`src/rtl/shift_out_register.sv`:
```
// rtl/shift_out_register.sv - parallel-in, serial-out shift register, LSB first, registered output
// Loads a whole frame at once; each enable presents the next bit on serial_out.

module shift_out_register #(
  parameter int unsigned Width     = 8,
  parameter logic        IdleLevel = 1'b1
) (
  input  logic             clk,
  input  logic             rst,
  input  logic             serial_in,
  input  logic             enable,
  input  logic [Width-1:0] parallel_input,
  input  logic             parallel_load,
  output logic             serial_out
);

  logic [Width-1:0] sr_q, sr_d;
  logic             so_q, so_d;

  // Load beats shift, and a load never disturbs the bit already on the line.
  always_comb begin
    sr_d = sr_q;
    so_d = so_q;
    if (parallel_load) begin
      sr_d = parallel_input;
    end else if (enable) begin
      so_d = sr_q[0];
      if (Width == 1) begin
        sr_d = serial_in;
      end else begin
        sr_d = {serial_in, sr_q[Width-1:1]};
      end
    end
  end

  always_ff @(posedge clk or negedge rst) begin
    if (!rst) begin
      sr_q <= {Width{IdleLevel}};
      so_q <= IdleLevel;
    end else begin
      sr_q <= sr_d;
      so_q <= so_d;
    end
  end

  assign serial_out = so_q;

endmodule

```
`config.mk`:
```
export PLATFORM = sky130hd
export DESIGN_NAME = shift_out_register
export DESIGN_NICKNAME = d
export VERILOG_FILES = /design/src/rtl/shift_out_register.sv
export SDC_FILE = /design/constraint.sdc
export NUM_CORES = 1
export LEC_CHECK = 0
export ABC_AREA = 1
export CORE_AREA = 5 5 42 44
export CTS_CLUSTER_DIAMETER = 100
export DETAILED_ROUTE_END_ITERATION = 8
export DIE_AREA = 0 0 47 49
export SYNTH_ARGS = -nofsm -noshare
export SYNTH_HDL_FRONTEND = slang
export SYNTH_SLANG_ARGS = --single-unit
```
`constraint.sdc`:
```
create_clock -name clk -period 0.8 [get_ports clk]
set_input_delay 0.12 -clock clk [delete_from_list [all_inputs] [get_ports clk]]
set_output_delay 0.12 -clock clk [all_outputs]
set_load 0.01 [all_outputs]
```
**Word level (Yosys, flattened, before mapping)**

Index checks and enable logic that the tools add are counted.

- Flip-flop bits (word level): 9
- Output and inout port bits: 1
- RAM bits: 0
- ROM bits: 0
- Latch bits: 0
- Memories kept: 0
- Word-level logic and storage cells: 7

- Bitwise operators: 1
- Shifts and indexed selects: 0
- Equality and inequality tests: 0
- Divide/modulo/power cells: 0
- Reduce and logical (&&, ||, !) cells: 2
- $lt $le $gt $ge: 0
- Multipliers: 0
- Mux-type cells: 2
- Add/subtract/negate cells: 0

Operators by type and width:

| kind | number |
|---|---|
| 8-bit 2-to-1 mux | 2 |
| 2-bit AND reduction | 1 |
| 2-bit nonzero test | 1 |
| 1-bit NOT | 1 |

**Logic depth before layout (Yosys ltp)**

- Depth in word-level cells: 2
- Mapped depth: 5

**Least setup slack after synthesis**

No wires, ideal clock.

- Kind: register -> register
- Start: reg sr_q[6]
- End: reg sr_q[5]
- Setup time: 0.064 ns
- Period minus slack after synthesis: 0.709 ns
- Slack: 0.091 ns
- Stages on the path, launching flop included: 3
- Data arrival time: 0.645 ns
- Required time: 0.736 ns
- Cell sequence: dfstp_2 > nand3_1 > nand3_1

- Cells in the longest elaborated chain, start to end: 2

Ends and longest elaborated chain:

| element | RTL line | text |
|---|---|---|
| start, declared | 17 | `logic [Width-1:0] sr_q, sr_d;` |
| start signal, assigned | 38 | `sr_q <= {Width{IdleLevel}};` |
| start signal, assigned | 41 | `sr_q <= sr_d;` |
| 8-bit 2-to-1 mux | 26 | `end else if (enable) begin` |
| 8-bit 2-to-1 mux | 24 | `if (parallel_load) begin` |

No other way between the ends. The select of a mux whose other input is x is not followed.
A chain may end at the register's enable or synchronous reset.

**Worst setup path in the final report**

- Start: reg so_q, in the netlist serial_out
- End: out serial_out

RTL lines:

| element | RTL line | text |
|---|---|---|
| start, declared | 18 | `logic so_q, so_d;` |
| start signal, assigned | 39 | `so_q <= IdleLevel;` |
| end, declared | 14 | `output logic serial_out` |

No word-level cell between the ends.

==> key figures <==
Setup path
  – Delay-heaviest family, CP: flip-flops
  – Critical Path RT: between 0.6 and 0.7 ns
  – WP buf/inv: 1
  – Critical path arrival: roughly 0.90 ns
  – R2R depth: 2
  – Max FO, Critical Path: 2
  – CP peak stage delay: between 0.5 and 0.6 ns
  – CP cell instances: buf_6
  – Slowest cell on the critical path: dfstp_2
  – Setup crit start kind: register
  – FF-to-FF End: sr_q[3]
  – Setup crit end kind: output port
  – Kind of critical path: register to output port
  – Slack of the worst reg-to-reg path: 0.04 ns
  – R2r startpoint: sr_q[4]

STA
  – Clock skew: approximately 0.0012 ns
  – Tmin final: 1.023 ns
  – F_max: approximately 980 MHz
  – Final hold vios: 0
  – WHS: about 0.33 ns
  – Worst-Margin Slew: between 0.2 and 0.25 ns
  – Setup violators final: 1
  – Max Transition Viols Final: 0
  – Final worst setup slack: -0.2230 ns
  – Slew headroom: 0.8464
  – Period utilization: 1.279
  – RSZ-0062 raised after global routing: yes

Flow run
  – Max Cap Viol: 0

Placement
  – Routability cong.: about 0.77
  – DP HPWL: ~740 um
  – IO buf count: 13
  – Place WS: -0.3569 ns

Final layout
  – P&R area growth vs syn: 49.40%
  – Most frequent cells in the layout: 19 x nand2_1, 17 x nand3_1, 10 x clkdlybuf4s50_1
  – Fraction of layout cells with a size suffix above 1: 0.3000
  – Most common cell after layout, fill and taps aside: nand2_1
  – Final net count: 84
  – # diodes: 0

GRT
  – First-pass GRT wire length: roughly 1600 um
  – Largest net degree at the start of global routing: 11
  – Initial antenna violation count: 0
  – GR Util All Layers: 0.1014
  – Overflow left after global routing: 0
  – Vias in the first global route: between 300 and 400

Floorplan
  – Die H: about 49 um
  – Die Footprint: about 0.0023 mm^2
  – Initial Util: 0.3000
  – Rows: 14
  – Core outline area: between 0.001 and 0.0015 mm^2
  – # IOs: 14
  – Chip Width: ~47 um

Logic synthesis
  – Average size of a mapped cell: approximately 8.6 um^2
  – Post-synth cell types: 7
  – Mapped Nets: 62
  – Share of the synthesized area in the top cell type: 0.5625
  – Synth Instances: around 50
  – Post-synthesis sequential area ratio: 0.5625
  – Yosys top cell by area: dfstp_2
  – Largest cells by area after synthesis: dfstp_2 56%, nand3_1 20%, nand2_1 17%
  – Area of the mapped netlist: between 400 and 500 um^2
  – Yosys reg bits: 9
  – Yosys warns: 0

CTS
  – Root buf cell: clkbuf_4
  – Clock sinks: 9
  – CTS hold repair buffers: 0
  – CTS tree: done
  – TritonCTS Buffers: 3
  – Max clock buf depth: 2
  – Worst-Skew Late Latency: roughly 0.26 ns
  – Worst-path clk slew: 0.06 ns
  – H-tree Lvls: 1

Route
  – Met3 routed WL: roughly 62 um
  – Met2 wire len: around 440 um
  – DR DRC count: 0
  – Vias: 400
  – Drt first pass iters: 4
  – Final WL: 975 um
  – Top sig layer: met4
  – DR WL/cell: between 10 and 15 um
  – Initial DRC count: 12
  – Via/cell ratio: ~4.7
  – Antenna-violating nets left: 0
  – Met1 wire length: 438 um

Run status
  – Failing checks: negative setup slack
  – Status: complete, but fails checks

Pwr
  – Pleak: about 0.28 nW
  – Power density cells: 1798 mW/mm^2
  – IR drop worst, VDD: approximately 940 uV

Min path
  – Hold WC Path Type: primary input to asynchronous set/reset pin
## synth_stat cells (all sizes together)
cell type	count
buf	2
dfstp	9
inv	1
nand2	19
nand3	17
nor2	1
## flip-flops by register name, indices dropped and copies added (netlist names)
| signal | count |
|---|---|
| sr_q | 8 |
| serial_out | 1 |
## worst max-delay path by stage
stage | startpoint | end | slack [ns] | depth (start not counted)
after floorplan | sr_q[6] | sr_q[5] | 0.09 | 2
after global placement | serial_out | serial_out | -0.35 | 1
after detailed placement | serial_out | serial_out | -0.36 | 1
after CTS | serial_out | serial_out | -0.23 | 1
after global routing | serial_out | serial_out | -0.26 | 1
final | serial_out | serial_out | -0.22 | 1
## stage by stage
stage | power, mW | std cells | utilization | instance area [um^2] | TNS [ns]
after floorplan | 0.6506 | 49 | - | 420.4 | 0
after global placement | 0.7681 | 82 | 0.4304 | 603.1 | -2.969
after CTS | 1.148 | 86 | 0.4482 | 628.1 | -0.2321
after detailed placement | 0.7746 | 82 | 0.4304 | 603.1 | -3.075
after global routing | 1.217 | 86 | 0.4482 | 628.1 | -0.2627
final | 1.129 | 86 | 0.4482 | 628.1 | -0.2230
## where the power goes
group | internal (mW) | switching, mW | total (mW)
Sequential | 0.540 | 0.0282 | 0.568
Combinational | 0.112 | 0.0827 | 0.195
Clock | 0.193 | 0.173 | 0.366
Total | 0.845 | 0.284 | 1.13
## routing by layer
metal	GRT usage	vias to the layer above
li1	-	206
met1	0.1124	177
met2	0.1403	11
met3	0.04797	6
met4	0.08295	0
met5	0	-
## cells by family (layout without fill, tap and decap cells)
| family | Yosys count | in the layout | share of synthesized area |
|---|---|---|---|
| AND/OR/NAND/NOR | 37 | 37 | 0.3988 |
| flip-flops | 9 | 9 | 0.5625 |
| buffers and inverters | 3 | 24 | 0.03868 |
## layout make-up
cell class              count  area [um^2]
repair buffers             19        173.9
well taps                  16        20.02
flip-flops and latches      9        236.5
inverters                   1        3.754
fillers                   153        773.2
clock buffers               4        26.28
multi-input cells          37        167.7
## timing repair
action	in CTS	in global routing
hold endpoints to repair	0	0
setup endpoints to repair	10	2
buffers inserted	0	0
resized for setup	7	0
pin swaps	1	1
No activity file was read; power rests on OpenSTA's default activity.
